[config.mk]
export PLATFORM = sky130hd
export DESIGN_NAME = sine_sweep_ctrl_flat
export DESIGN_NICKNAME = d
export VERILOG_FILES = /design/src/rtl/sine_sweep_ctrl_if.sv /design/src/rtl/sine_sweep_ctrl.sv /design/src/flat_wrapper.sv
export SDC_FILE = /design/constraint.sdc
export NUM_CORES = 1
export LEC_CHECK = 0
export BUFFER_PORTS_ARGS = -buffer_cell sky130_fd_sc_hd__buf_4
export CORE_MARGIN = 2
export CORE_UTILIZATION = 62
export CTS_BUF_LIST = sky130_fd_sc_hd__clkbuf_16
export DETAILED_ROUTE_END_ITERATION = 10
export GPL_TIMING_DRIVEN = 1
export MAX_ROUTING_LAYER = met4
export PLACE_DENSITY = 0.85
export SLEW_MARGIN = 20
export SYNTH_ARGS = -nofsm -noshare
export SYNTH_HDL_FRONTEND = slang
export SYNTH_SLANG_ARGS = --single-unit
[constraint.sdc]
create_clock -name clk -period 7.3 [get_ports clk]
set_clock_uncertainty 0.2 [all_clocks]
set_input_delay 1.46 -clock clk [delete_from_list [all_inputs] [get_ports clk]]
set_output_delay 1.46 -clock clk [all_outputs]
set_load 0.02 [all_outputs]
[src/rtl/sine_sweep_ctrl_if.sv]
// Bundle between the sweep requester/generator side (master) and the sweep
// controller (slave): request handshake, sweep configuration and generator controls.
interface sine_sweep_ctrl_if #(
   parameter int PHASE_W = 32,
   parameter int DWELL_W = 16
) ();

   logic               start;
   logic               abort;
   logic [PHASE_W-1:0] f_start;
   logic [PHASE_W-1:0] f_stop;
   logic [PHASE_W-1:0] f_step;
   logic [DWELL_W-1:0] dwell;
   logic               cnt_edge;
   logic [PHASE_W-1:0] phase_inc;
   logic               phase_clr;
   logic               gen_en;
   logic               busy;
   logic               done;
   logic [DWELL_W-1:0] step_idx;

   modport master (
      output start, abort, f_start, f_stop, f_step, dwell, cnt_edge,
      input  phase_inc, phase_clr, gen_en, busy, done, step_idx
   );

   modport slave (
      input  start, abort, f_start, f_stop, f_step, dwell, cnt_edge,
      output phase_inc, phase_clr, gen_en, busy, done, step_idx
   );

endinterface

[src/rtl/sine_sweep_ctrl.sv]
// Sweep/burst controller: walks the generator's phase-increment word through a
// linear sweep, holding each tone for a programmed number of sine periods.
module sine_sweep_ctrl #(
   parameter int PHASE_W = 32,
   parameter int DWELL_W = 16
) (
   input  logic             clk,
   input  logic             reset,
   sine_sweep_ctrl_if.slave bus
);

   localparam logic [1:0] S_IDLE = 2'd0;
   localparam logic [1:0] S_RUN  = 2'd1;
   localparam logic [1:0] S_STEP = 2'd2;
   localparam logic [1:0] S_DONE = 2'd3;

   localparam logic [DWELL_W-1:0] ONE = DWELL_W'(1);

   logic [1:0]         state;
   logic [PHASE_W-1:0] f_stop_q;
   logic [PHASE_W-1:0] f_step_q;
   logic [DWELL_W-1:0] dwell_q;
   logic [DWELL_W-1:0] period_cnt;
   logic [PHASE_W-1:0] phase_inc_q;
   logic               phase_clr_q;
   logic               gen_en_q;
   logic               busy_q;
   logic               done_q;
   logic [DWELL_W-1:0] step_idx_q;

   logic [PHASE_W:0]   nxt;
   logic               last_tone;
   logic               dwell_hit;

   // One extra bit so a carry out of the phase word is seen rather than wrapped.
   function automatic logic [PHASE_W:0] next_tone(input logic [PHASE_W-1:0] cur,
                                                  input logic [PHASE_W-1:0] step);
      return {1'b0, cur} + {1'b0, step};
   endfunction

   function automatic logic sweep_end(input logic [PHASE_W:0]   n,
                                      input logic [PHASE_W-1:0] step,
                                      input logic [PHASE_W-1:0] stop);
      return (step == '0) || n[PHASE_W] || (n[PHASE_W-1:0] > stop);
   endfunction

   assign nxt       = next_tone(phase_inc_q, f_step_q);
   assign last_tone = sweep_end(nxt, f_step_q, f_stop_q);
   assign dwell_hit = (period_cnt == dwell_q - ONE);

   always_ff @(posedge clk or negedge reset) begin
      if (!reset) begin
         state       <= S_IDLE;
         f_stop_q    <= '0;
         f_step_q    <= '0;
         dwell_q     <= '0;
         period_cnt  <= '0;
         phase_inc_q <= '0;
         phase_clr_q <= 1'b0;
         gen_en_q    <= 1'b0;
         busy_q      <= 1'b0;
         done_q      <= 1'b0;
         step_idx_q  <= '0;
      end else begin
         phase_clr_q <= 1'b0;
         done_q      <= 1'b0;
         case (state)
            S_IDLE: begin
               if (bus.start && !bus.abort) begin
                  state       <= S_RUN;
                  f_stop_q    <= bus.f_stop;
                  f_step_q    <= bus.f_step;
                  dwell_q     <= (bus.dwell == '0) ? ONE : bus.dwell;
                  period_cnt  <= '0;
                  phase_inc_q <= bus.f_start;
                  phase_clr_q <= 1'b1;
                  gen_en_q    <= 1'b1;
                  busy_q      <= 1'b1;
                  step_idx_q  <= '0;
               end
            end
            S_RUN: begin
               if (bus.abort) begin
                  state       <= S_IDLE;
                  gen_en_q    <= 1'b0;
                  phase_inc_q <= '0;
                  busy_q      <= 1'b0;
               end else if (bus.cnt_edge) begin
                  if (dwell_hit) begin
                     state      <= S_STEP;
                     period_cnt <= '0;
                  end else begin
                     period_cnt <= period_cnt + ONE;
                  end
               end
            end
            S_STEP: begin
               // cnt_edge is deliberately ignored here; the next tone's count starts in RUN.
               if (bus.abort) begin
                  state       <= S_IDLE;
                  gen_en_q    <= 1'b0;
                  phase_inc_q <= '0;
                  busy_q      <= 1'b0;
               end else if (last_tone) begin
                  state       <= S_DONE;
                  done_q      <= 1'b1;
                  gen_en_q    <= 1'b0;
                  phase_inc_q <= '0;
                  busy_q      <= 1'b0;
               end else begin
                  state       <= S_RUN;
                  phase_inc_q <= nxt[PHASE_W-1:0];
                  step_idx_q  <= step_idx_q + ONE;
               end
            end
            S_DONE: state <= S_IDLE;
            default: state <= S_IDLE;
         endcase
      end
   end

   assign bus.phase_inc = phase_inc_q;
   assign bus.phase_clr = phase_clr_q;
   assign bus.gen_en    = gen_en_q;
   assign bus.busy      = busy_q;
   assign bus.done      = done_q;
   assign bus.step_idx  = step_idx_q;

endmodule

[src/flat_wrapper.sv]
// flat-port wrapper written by rule: the top's interface ports become plain ports
module sine_sweep_ctrl_flat 
#(
   parameter int PHASE_W = 32,
   parameter int DWELL_W = 16
)
  (clk, reset, bus_start, bus_abort, bus_f_start, bus_f_stop, bus_f_step, bus_dwell, bus_cnt_edge, bus_phase_inc, bus_phase_clr, bus_gen_en, bus_busy, bus_done, bus_step_idx);
  sine_sweep_ctrl_if #(.PHASE_W(PHASE_W), .DWELL_W(DWELL_W)) bus_i ();
  input  logic clk;
  input  logic reset;
  input wire logic [$bits(bus_i.start)-1:0] bus_start;
  input wire logic [$bits(bus_i.abort)-1:0] bus_abort;
  input wire logic [$bits(bus_i.f_start)-1:0] bus_f_start;
  input wire logic [$bits(bus_i.f_stop)-1:0] bus_f_stop;
  input wire logic [$bits(bus_i.f_step)-1:0] bus_f_step;
  input wire logic [$bits(bus_i.dwell)-1:0] bus_dwell;
  input wire logic [$bits(bus_i.cnt_edge)-1:0] bus_cnt_edge;
  output wire logic [$bits(bus_i.phase_inc)-1:0] bus_phase_inc;
  output wire logic [$bits(bus_i.phase_clr)-1:0] bus_phase_clr;
  output wire logic [$bits(bus_i.gen_en)-1:0] bus_gen_en;
  output wire logic [$bits(bus_i.busy)-1:0] bus_busy;
  output wire logic [$bits(bus_i.done)-1:0] bus_done;
  output wire logic [$bits(bus_i.step_idx)-1:0] bus_step_idx;
  assign bus_i.start = bus_start;
  assign bus_i.abort = bus_abort;
  assign bus_i.f_start = bus_f_start;
  assign bus_i.f_stop = bus_f_stop;
  assign bus_i.f_step = bus_f_step;
  assign bus_i.dwell = bus_dwell;
  assign bus_i.cnt_edge = bus_cnt_edge;
  assign bus_phase_inc = bus_i.phase_inc;
  assign bus_phase_clr = bus_i.phase_clr;
  assign bus_gen_en = bus_i.gen_en;
  assign bus_busy = bus_i.busy;
  assign bus_done = bus_i.done;
  assign bus_step_idx = bus_i.step_idx;
  sine_sweep_ctrl #(.PHASE_W(PHASE_W), .DWELL_W(DWELL_W)) u_core (.clk(clk), .reset(reset), .bus(bus_i));
endmodule
======== Word level (Yosys, flattened, before mapping) ========
Cells that the tools add are included.
word-level totals
  bits of input ports ..................... 117
  output and inout port bits .............. 52
  register bits ........................... 149
operators by class
  order comparisons ....................... 1
  add/sub/neg operators ................... 4
  eq/ne operators ......................... 13
  muxes and demuxes ....................... 31
  reduce and logical (&&, ||, !) cells .... 16
operators with widths
  kind                                                    number
  two-way mux 32 bit                                      4
  two-way mux 16 bit                                      7
  one-hot mux 32 bit (3 select lines)                     1
  one-hot mux 16 bit (2 select lines)                     2
  adder 32 x 32 -> 33 bit                                 1
  adder 16 x 1 -> 16 bit (second input constant)          2
  greater-than comparator 32 bit                          1
  zero test 32 bit                                        1
  == test 16 bit                                          1
  zero test 16 bit                                        1
  subtractor 16 x 1 -> 16 bit (second input constant)     1
  two-way mux 2 bit                                       6
  AND reduction 4 bit                                     3
  inequality test 2 bit (second input constant)           5
  two-way mux 1 bit                                       9
  one-hot mux 2 bit (4 select lines)                      1
  inequality test 3 x 2 -> 1 bit (second input constant)  2
  AND reduction 3 bit                                     2
  == test 2 bit (second input constant)                   2
  nonzero test 2 bit                                      2
  inequality test 3 bit (second input constant)           1
  one-hot mux 1 bit (3 select lines)                      1
  nonzero test 3 bit                                      1
  == test 2 x 1 -> 1 bit (second input constant)          1
  other kinds (6)                                         7

======== Depth between registers and ports, before layout ========
Gate-level depths: netlist of the first run.
  depth in word-level cells ............... 6
  mapped depth ............................ 20
  depth with buffers taken out ............ 19

======== Worst setup path after synthesis of the first run ========
Ideal clock, no wire load.
  path type ............................... register to register
  start ................................... reg u_core.phase_inc_q[0], in the netlist u_core.bus.phase_inc[0]
  end ..................................... reg u_core.step_idx_q[4], in the netlist u_core.bus.step_idx[4]
  stages on the path, launching flop included .. 21
  buffers on the path ..................... 1
  path slack .............................. 2.200 ns
  clock period less this slack ............ 5.100 ns
  arrival time ............................ 4.822 ns
  path through ............................ dfrtp_1 -> ha_1 -> fa_1 -> a211o_1 -> a21oi_1 -> a21oi_1 -> o211ai_1 -> a31oi_1 -> or4_1 -> nand3_1 -> inv_1 -> ha_1 -> nand4_1 -> nor4bb_1 -> nand2_1 -> o31ai_1 -> and4_1 -> nand2_2 -> buf_2 -> or4_1 -> a21oi_1
on the way
  word-level cells in the longest chain between the ends .. 5
  elaborated cells on any way between the ends .. 6
RTL lines
  what                                                                RTL line                text
  from (decl)                                                         sine_sweep_ctrl.sv:24   logic [PHASE_W-1:0] phase_inc_q;
  from (signal assigned)                                              sine_sweep_ctrl.sv:75   phase_inc_q <= bus.f_start;
  from (signal assigned)                                              sine_sweep_ctrl.sv:112  phase_inc_q <= nxt[PHASE_W-1:0];
  adder 32 x 32 -> 33 bit (*)                                         sine_sweep_ctrl.sv:38   return {1'b0, cur} + {1'b0, step};
  greater-than comparator 32 bit or logical OR 1 bit (tied branches)  sine_sweep_ctrl.sv:44   return (step == '0) || n[PHASE_W] || (n[PHASE_W-1:0] > stop);
  logical OR 1 bit (*)                                                sine_sweep_ctrl.sv:44
  inequality test 2 bit (no line) (*)                                 --
  AND reduction 4 bit (no line) (*)                                   --
  to (signal assigned)                                                sine_sweep_ctrl.sv:113  step_idx_q <= step_idx_q + ONE;
  to (decl)                                                           sine_sweep_ctrl.sv:29   logic [DWELL_W-1:0] step_idx_q;
Every way passes the cells marked *; elsewhere a longest branch is shown, timed or not.
A chain may end at the register's enable or synchronous reset.

======== Worst setup path in the final report of the first run ========
  start ................................... reg u_core.phase_inc_q[0], in the netlist u_core.bus.phase_inc[0]
  end ..................................... reg u_core.phase_inc_q[31], in the netlist u_core.bus.phase_inc[31]
on the way
  word-level cells in the longest chain between the ends .. 6
  elaborated cells on any way between the ends .. 7
RTL lines
  what                                                                RTL line                text
  adder 32 x 32 -> 33 bit (*)                                         sine_sweep_ctrl.sv:38
  greater-than comparator 32 bit or logical OR 1 bit (tied branches)  sine_sweep_ctrl.sv:44
  logical OR 1 bit                                                    sine_sweep_ctrl.sv:44
  two-way mux 32 bit (*)                                              sine_sweep_ctrl.sv:104  end else if (last_tone) begin
  two-way mux 32 bit (*)                                              sine_sweep_ctrl.sv:99   if (bus.abort) begin
  one-hot mux 32 bit (3 select lines) (*)                             sine_sweep_ctrl.sv:67   case (state)
Marked as above.

==> results of run 1 <==
==> area by class of cell <==
type | count | area [um2] | area share, %
flip-flops and latches | 149 | 3729 | 31.60
diodes | 1 | 2.502 | 0.02121
repair buffers | 174 | 1310 | 11.10
clock buffers | 17 | 425.4 | 3.605
multi-input cells | 907 | 5679 | 48.13
clock inverters | 14 | 186.4 | 1.580
well taps | 211 | 264.0 | 2.237
inverters | 54 | 203.9 | 1.728
==> Yosys cell counts (all sizes together), types with 21 or more instances <==
master	count
nand4	21
nand2	219
nand3	52
a21o	35
o21ai	59
ha	71
inv	54
dfrtp	149
a221oi	25
clkbuf	41
nor2	85
a21oi	63
==> layout by cell type, fill, tap and decap left out, types with 14 or more instances in the layout <==
cell type / count
xor2_1: 15
o21ai_0: 58
o31ai_1: 15
clkbuf_16: 17
a21o_1: 35
a221oi_1: 25
or3_1: 18
nand3_1: 52
nand2_1: 218
inv_1: 53
dfrtp_1: 149
xnor2_1: 20
nor3_1: 17
ha_1: 71
a21oi_1: 63
nor2_1: 83
nand4_1: 20
nor4_1: 14
buf_4: 173
==> power groups by stage <==
stage	registers (W)	logic, W	clock network, W
5_1_grt	0.00148	0.00415	0.000963
3_3_place_gp	0.00143	0.00351	0
4_1_cts	0.00144	0.00368	0.000928
2_1_floorplan	0.00145	0.00257	0
3_5_place_dp	0.00145	0.00362	0
6_report	0.00145	0.00376	0.000929
==> worst min-delay path by stage <==
stage | from | endpoint | cells after the start
after floorplan | u_core.f_stop_q[0] | u_core.f_stop_q[0] | 2
after global placement | u_core.f_stop_q[0] | u_core.f_stop_q[0] | 2
after detailed placement | u_core.f_stop_q[0] | u_core.f_stop_q[0] | 2
after CTS | u_core.f_stop_q[0] | u_core.f_stop_q[0] | 2
after global routing | u_core.f_stop_q[0] | u_core.f_stop_q[0] | 2
final | u_core.f_stop_q[0] | u_core.f_stop_q[0] | 2
==> registers in the layout, summed over array words and instances, names as in the netlist <==
signal,cells
u_core.bus.gen_en,1
u_core.period_cnt,16
u_core.bus.step_idx,16
u_core.state,2
u_core.bus.phase_clr,1
u_core.bus.done,1
u_core.f_step_q,32
u_core.f_stop_q,32
u_core.dwell_q,16
u_core.bus.phase_inc,32
==> routing by layer <==
layer	part of all wire [%]	track usage, %
met2	49	57.10
met1	41	45.08
met5	0	-
met3	7.0	5.822
met4	2.9	12.65
==> cell families after synthesis <==
logic type / Yosys count / synth area share [%]
and+or+nand+nor: 508 / 25.03
AOI/OAI and AO/OA: 282 / 19.34
adders and majority gates: 72 / 9.266
buffers and inverters: 103 / 4.135
muxes: 10 / 1.072
xor gates and xnor gates: 35 / 3.127
DFF: 149 / 38.03
==> through the flow <==
step / hold WS, ns / power, W
floorplan: 0.2523 / 0.004019
global placement: 0.2710 / 0.004946
detailed placement: 0.2822 / 0.005062
CTS: 0.2972 / 0.006051
global route: 0.3185 / 0.006594
finish: 0.2955 / 0.006135
==> worst reg2reg max path: stages, from the launching register on <==
cell,delay (ns)
dfrtp_1,0.40
ha_1,0.24
fa_1,0.44
a211o_1,0.33
a21oi_1,0.26
a21oi_1,0.20
o211ai_1,0.37
a31oi_1,0.20
or4_1,0.50
nand3_1,0.13
inv_1,0.06
ha_1,0.27
nand4_1,0.13
nor4bb_1,0.38
nand2_1,0.12
o31ai_1,0.11
nand4_1,0.19
nor3_2,0.76
buf_4,0.40
nor4b_1,0.25
nand3b_1,0.14
==> out/results.ini, run 1 <==
[clock_network]
cts_sinks=149
clock_path_buffers=2
cts_tree=done
cts_hold_buf=0
clock_latency_ns=0.43
htreeDepth=4
post-cts-setup-buffers=0
cts_buffers=17
clk_pin_slew_ns=0.06
cts-root-buf=clkbuf_16
post_cts_resized=0

[layout]
stdcell_area_um2=11800
postLayoutCoreUtil_pct=77.05
area_delta_synth_final_pct=20.37
fillers=1131
fin_cells=1527
drive_gt1_share_pct=17.11
nNetsFinal=1492

[sta]
fin_crit_ns=6.126
fin_crit_sh_pct=83.91
fmax_mhz=163.3
slew_headroom_pct=21.54
tightest_slew_ns=1.170
tns_ns=0
finalHoldViolations=0
fin_ws_ns=1.174
rsz0062_at_grt=false
setup_viol=0
drv_slew=0

[pwr]
switching_share_pct=48.22
leakage_nw=5.781
ir_drop_mv=0.3631
powerDensity_nw_per_um2=519.9
clkPwrFrac_pct=15.1
p_switching_w=0.002958
internal_power_w=0.003177
pwr-share-seq_pct=23.6
combPwrFrac_pct=61.2

[synth]
yosys.area.top_type=dfrtp_1
yosys_warnings=0
synthFlopType=dfrtp_1
avgSynthCellArea_um2=8.458
synth_top_cell_area_share_pct=38.03
synth_top_cells_by_area=dfrtp_1, ha_1, nand2_1
synth-seq-area-share_pct=38.03
ys_ff_latch=149
async_reset_ff_share_pct=100.0
syn_area_um2=9803
syn_inst=1159
synth_cell_types=69
synth_edf_count=0
syn_nets=1348

[detailed_routing]
drc=0
firstDrtPassIters=5
vias=9509
vias_per_cell=6.227
routed_wl_mm=27.94
avgRoutedWirePerCell_um=18.29
drt-initial-drc-count=858
final_antenna_net_count=0

[place]
placed_area_um2=11190
numPlacedInstances=1495
pre_cts_slack_ns=1.275
dpl.hpwl_mm=19.82
numPortBuffers=168
gp_congestion=0.9121

[critical_path]
critical-path-max-stage-delay_ns=0.76
cp_num_cells=20
crit_path_start=u_core.bus.phase_inc[0]
start_kind=register
ff2ff_setup_slack_ns=1.17
cp.required_ns=7.47
r2r-start=u_core.bus.phase_inc[0]
worstRegToRegCells=20
cp_cell_sequence=ha_1, fa_1, a211o_1, a21oi_1, a21oi_1, o211ai_1, a31oi_1, or4_1, nand3_1, inv_1, ha_1, nand4_1, nor4bb_1, nand2_1, o31ai_1, nand4_1, nor3_2, buf_4, nor4b_1, nand3b_1
crit_slowest_cell=nor3_2
rr_endpoint=u_core.bus.phase_inc[31]
critPathBufInv=2
critPathCapture=u_core.bus.phase_inc[31]
criticalPathCategory=register to register
cp_max_fo=19
worstPathArrival_ns=6.29
cpLargestDelayFamily=simple AND/OR/NAND/NOR gates
endpoint_kind=register

[grt]
overflow=0
track_usage_pct=35.26
antenna_found_initial=0
grt_max_degree=114
grt_pass1_wl_mm=45.45
grt_pass1_vias=9159

[outcome]
status=completed

[job]
cap_violations=0

[die]
die-area_um2=16830
ioPinCount=169
core_area_um2=15310
fp-row-count=45
dieWidth_um=129.7
die_h_um=129.7
initial_utilization_pct=64.01

[worst_hold_path]
hold_path.class=register to register

Note: power is estimated with default switching activity, not from simulation.
==> inputs of run 2 (changes only) <==
- CORE_UTILIZATION: 62 -> 52
- PLACE_DENSITY: 0.85 -> 0.76
- clock period: 7.3 -> 4.95 ns (I/O delays scaled with it)
==> out/results.ini, run 2 (same netlist as run 1, synthesis figures left out) <==
[layout]
fin_cells=1618
n_antenna_cell=0
nNetsFinal=1560
final_common_cell=buf_4
area_delta_synth_final_pct=29.51
stdcell_area_um2=12700
postLayoutCoreUtil_pct=68.33
mostFrequentLayoutCells=buf_4, nand2_1, dfrtp_1, nor2_1, ha_1
drive_gt1_share_pct=24.78

[detailed_routing]
routed_wl_mm=29.44
avgRoutedWirePerCell_um=18.19
drt-initial-drc-count=735
firstDrtPassIters=6
vias=9722
drc=0
final_antenna_net_count=0
vias_per_cell=6.009

[critical_path]
r2r-start=u_core.f_step_q[0]
critical-path-max-stage-delay_ns=0.53
worstPathArrival_ns=5.23
start_kind=register
criticalPathCategory=register to register
cp_max_fo=7
crit_path_start=u_core.f_step_q[0]
ff2ff_setup_slack_ns=-0.12
cp.required_ns=5.11
rr_endpoint=u_core.bus.step_idx[12]
endpoint_kind=register
critPathCapture=u_core.bus.step_idx[12]
worstRegToRegCells=21
crit_top_cell=buf_4
crit_slowest_cell=or4b_1
cp_cell_sequence=ha_4, fa_2, a211o_1, a21oi_2, buf_4, buf_4, a21oi_1, a21o_1, a21oi_1, xnor2_1, ha_1, nand4_1, buf_4, nor4_1, buf_4, nand2_1, o31ai_4, and4_4, nand2_4, or4b_1, a21oi_1

[grt]
track_usage_pct=29.94
overflow=0
grt_pass1_vias=9296
antenna_found_initial=0
grt_pass1_wl_mm=46.39
grt_max_degree=85

[place]
numPlacedInstances=1578
numPortBuffers=168
gp_congestion=0.9138
placed_area_um2=11700
dpl.hpwl_mm=21.44

[clock_network]
htreeDepth=4
clk_pin_slew_ns=0.07
cts_buffers=17
cts-root-buf=clkbuf_16
clock_latency_ns=0.44
cts_sinks=149
clock_path_buffers=2
cts_tree=done

[job]
cap_violations=0

[sta]
setup_viol=26
tns_ns=-1.033
fmax_mhz=197.1
tightest_slew_ns=1.122
slew_headroom_pct=24.79
drv_slew=0
fin_crit_sh_pct=102.5
finalHoldViolations=0
fin_crit_ns=5.074
fin_ws_ns=-0.1240
rsz0062_at_grt=true

[pwr]
power_w=0.009983
ir_drop_mv=0.4271
combPwrFrac_pct=66.4
leakage_nw=6.142
internal_power_w=0.005186
pwr-share-seq_pct=21.2
p_switching_w=0.004797
powerDensity_nw_per_um2=786.3
switching_share_pct=48.05
clkPwrFrac_pct=12.4

[outcome]
violations=negative setup slack
status=finished, violations left

[die]
ioPinCount=169
dieWidth_um=141.3
initial_utilization_pct=52.76
fp-row-count=50
core_area_um2=18580
die-area_um2=19970
die_h_um=141.3

[worst_hold_path]
hold_path.class=register to register
hp-start=u_core.dwell_q[15]

## run 2: changes by cell type in the layout (fill, tap and decap cells not counted), moves of 5 or more
cell      change
o31ai_1       -8
buf_4        +60
o21ai_0       -5
a221oi_1     -12
o31ai_2       +6
buf_6         +5
a221oi_2      +9
o21ai_1       +5
## run 2: worst min path at each step
stage	endpoint	slack, ns	cells after the start
floorplan	u_core.f_stop_q[0]	0.25	2
global placement	u_core.dwell_q[15]	0.29	2
finish	u_core.dwell_q[15]	0.30	2
CTS	u_core.dwell_q[15]	0.31	2
global route	u_core.dwell_q[15]	0.32	2
detailed placement	u_core.dwell_q[15]	0.29	2
## run 2: power groups by stage
stage	combinational, W	clock (W)	sequential [W]
floorplan	0.00380	0	0.00214
CTS	0.00612	0.00125	0.00211
detailed placement	0.00596	0	0.00212
global route	0.00727	0.00130	0.00217
global placement	0.00581	0	0.00212
finish	0.00663	0.00124	0.00212
## run 2: stage by stage
step | hold slack (ns) | setup WS (ns)
final | 0.3020 | -0.1240
after global routing | 0.3169 | -0.3301
after CTS | 0.3070 | 0.0001004
after detailed placement | 0.2928 | -0.2895
after global placement | 0.2889 | -0.1505
after floorplan | 0.2523 | 0.001179
## run 2: routing by layer
layer	part of all wire (%)	GRT usage, %	vias up
met1	44	38.11	4684
met5	0	-	-
met2	48	49.13	355
li1	-	-	4614
met4	3.1	11.16	0
met3	5.1	4.050	69
## run 2: final cells by class
cell class	instances	area (um2)
inverters	54	203.9
fillers	1531	5884
flip-flops and latches	149	3730
clock inverters	15	122.6
multi-input cells	907	6045
clock buffers	17	425.4
well taps	234	292.8
repair buffers	242	1877
## run 2: worst max-delay path: cells and delay by family, from the launching register on
kind                       cells  cell delay (ns)
and+or+nand+nor                6             1.51
DFF                            1             0.42
xor gates and xnor gates       1             0.16
adders and majority gates      3             0.84
AOI/OAI and AO/OA              7             1.26
buffers and inverters          4             0.60
## run 2: what timing repair did
item                       4_1_cts  5_1_grt
buffers inserted                 3        5
pin swaps                        8       42
setup endpoints to repair       48       49
resized for setup               10       59
hold buffers                     0        0
gates cloned                     0        0
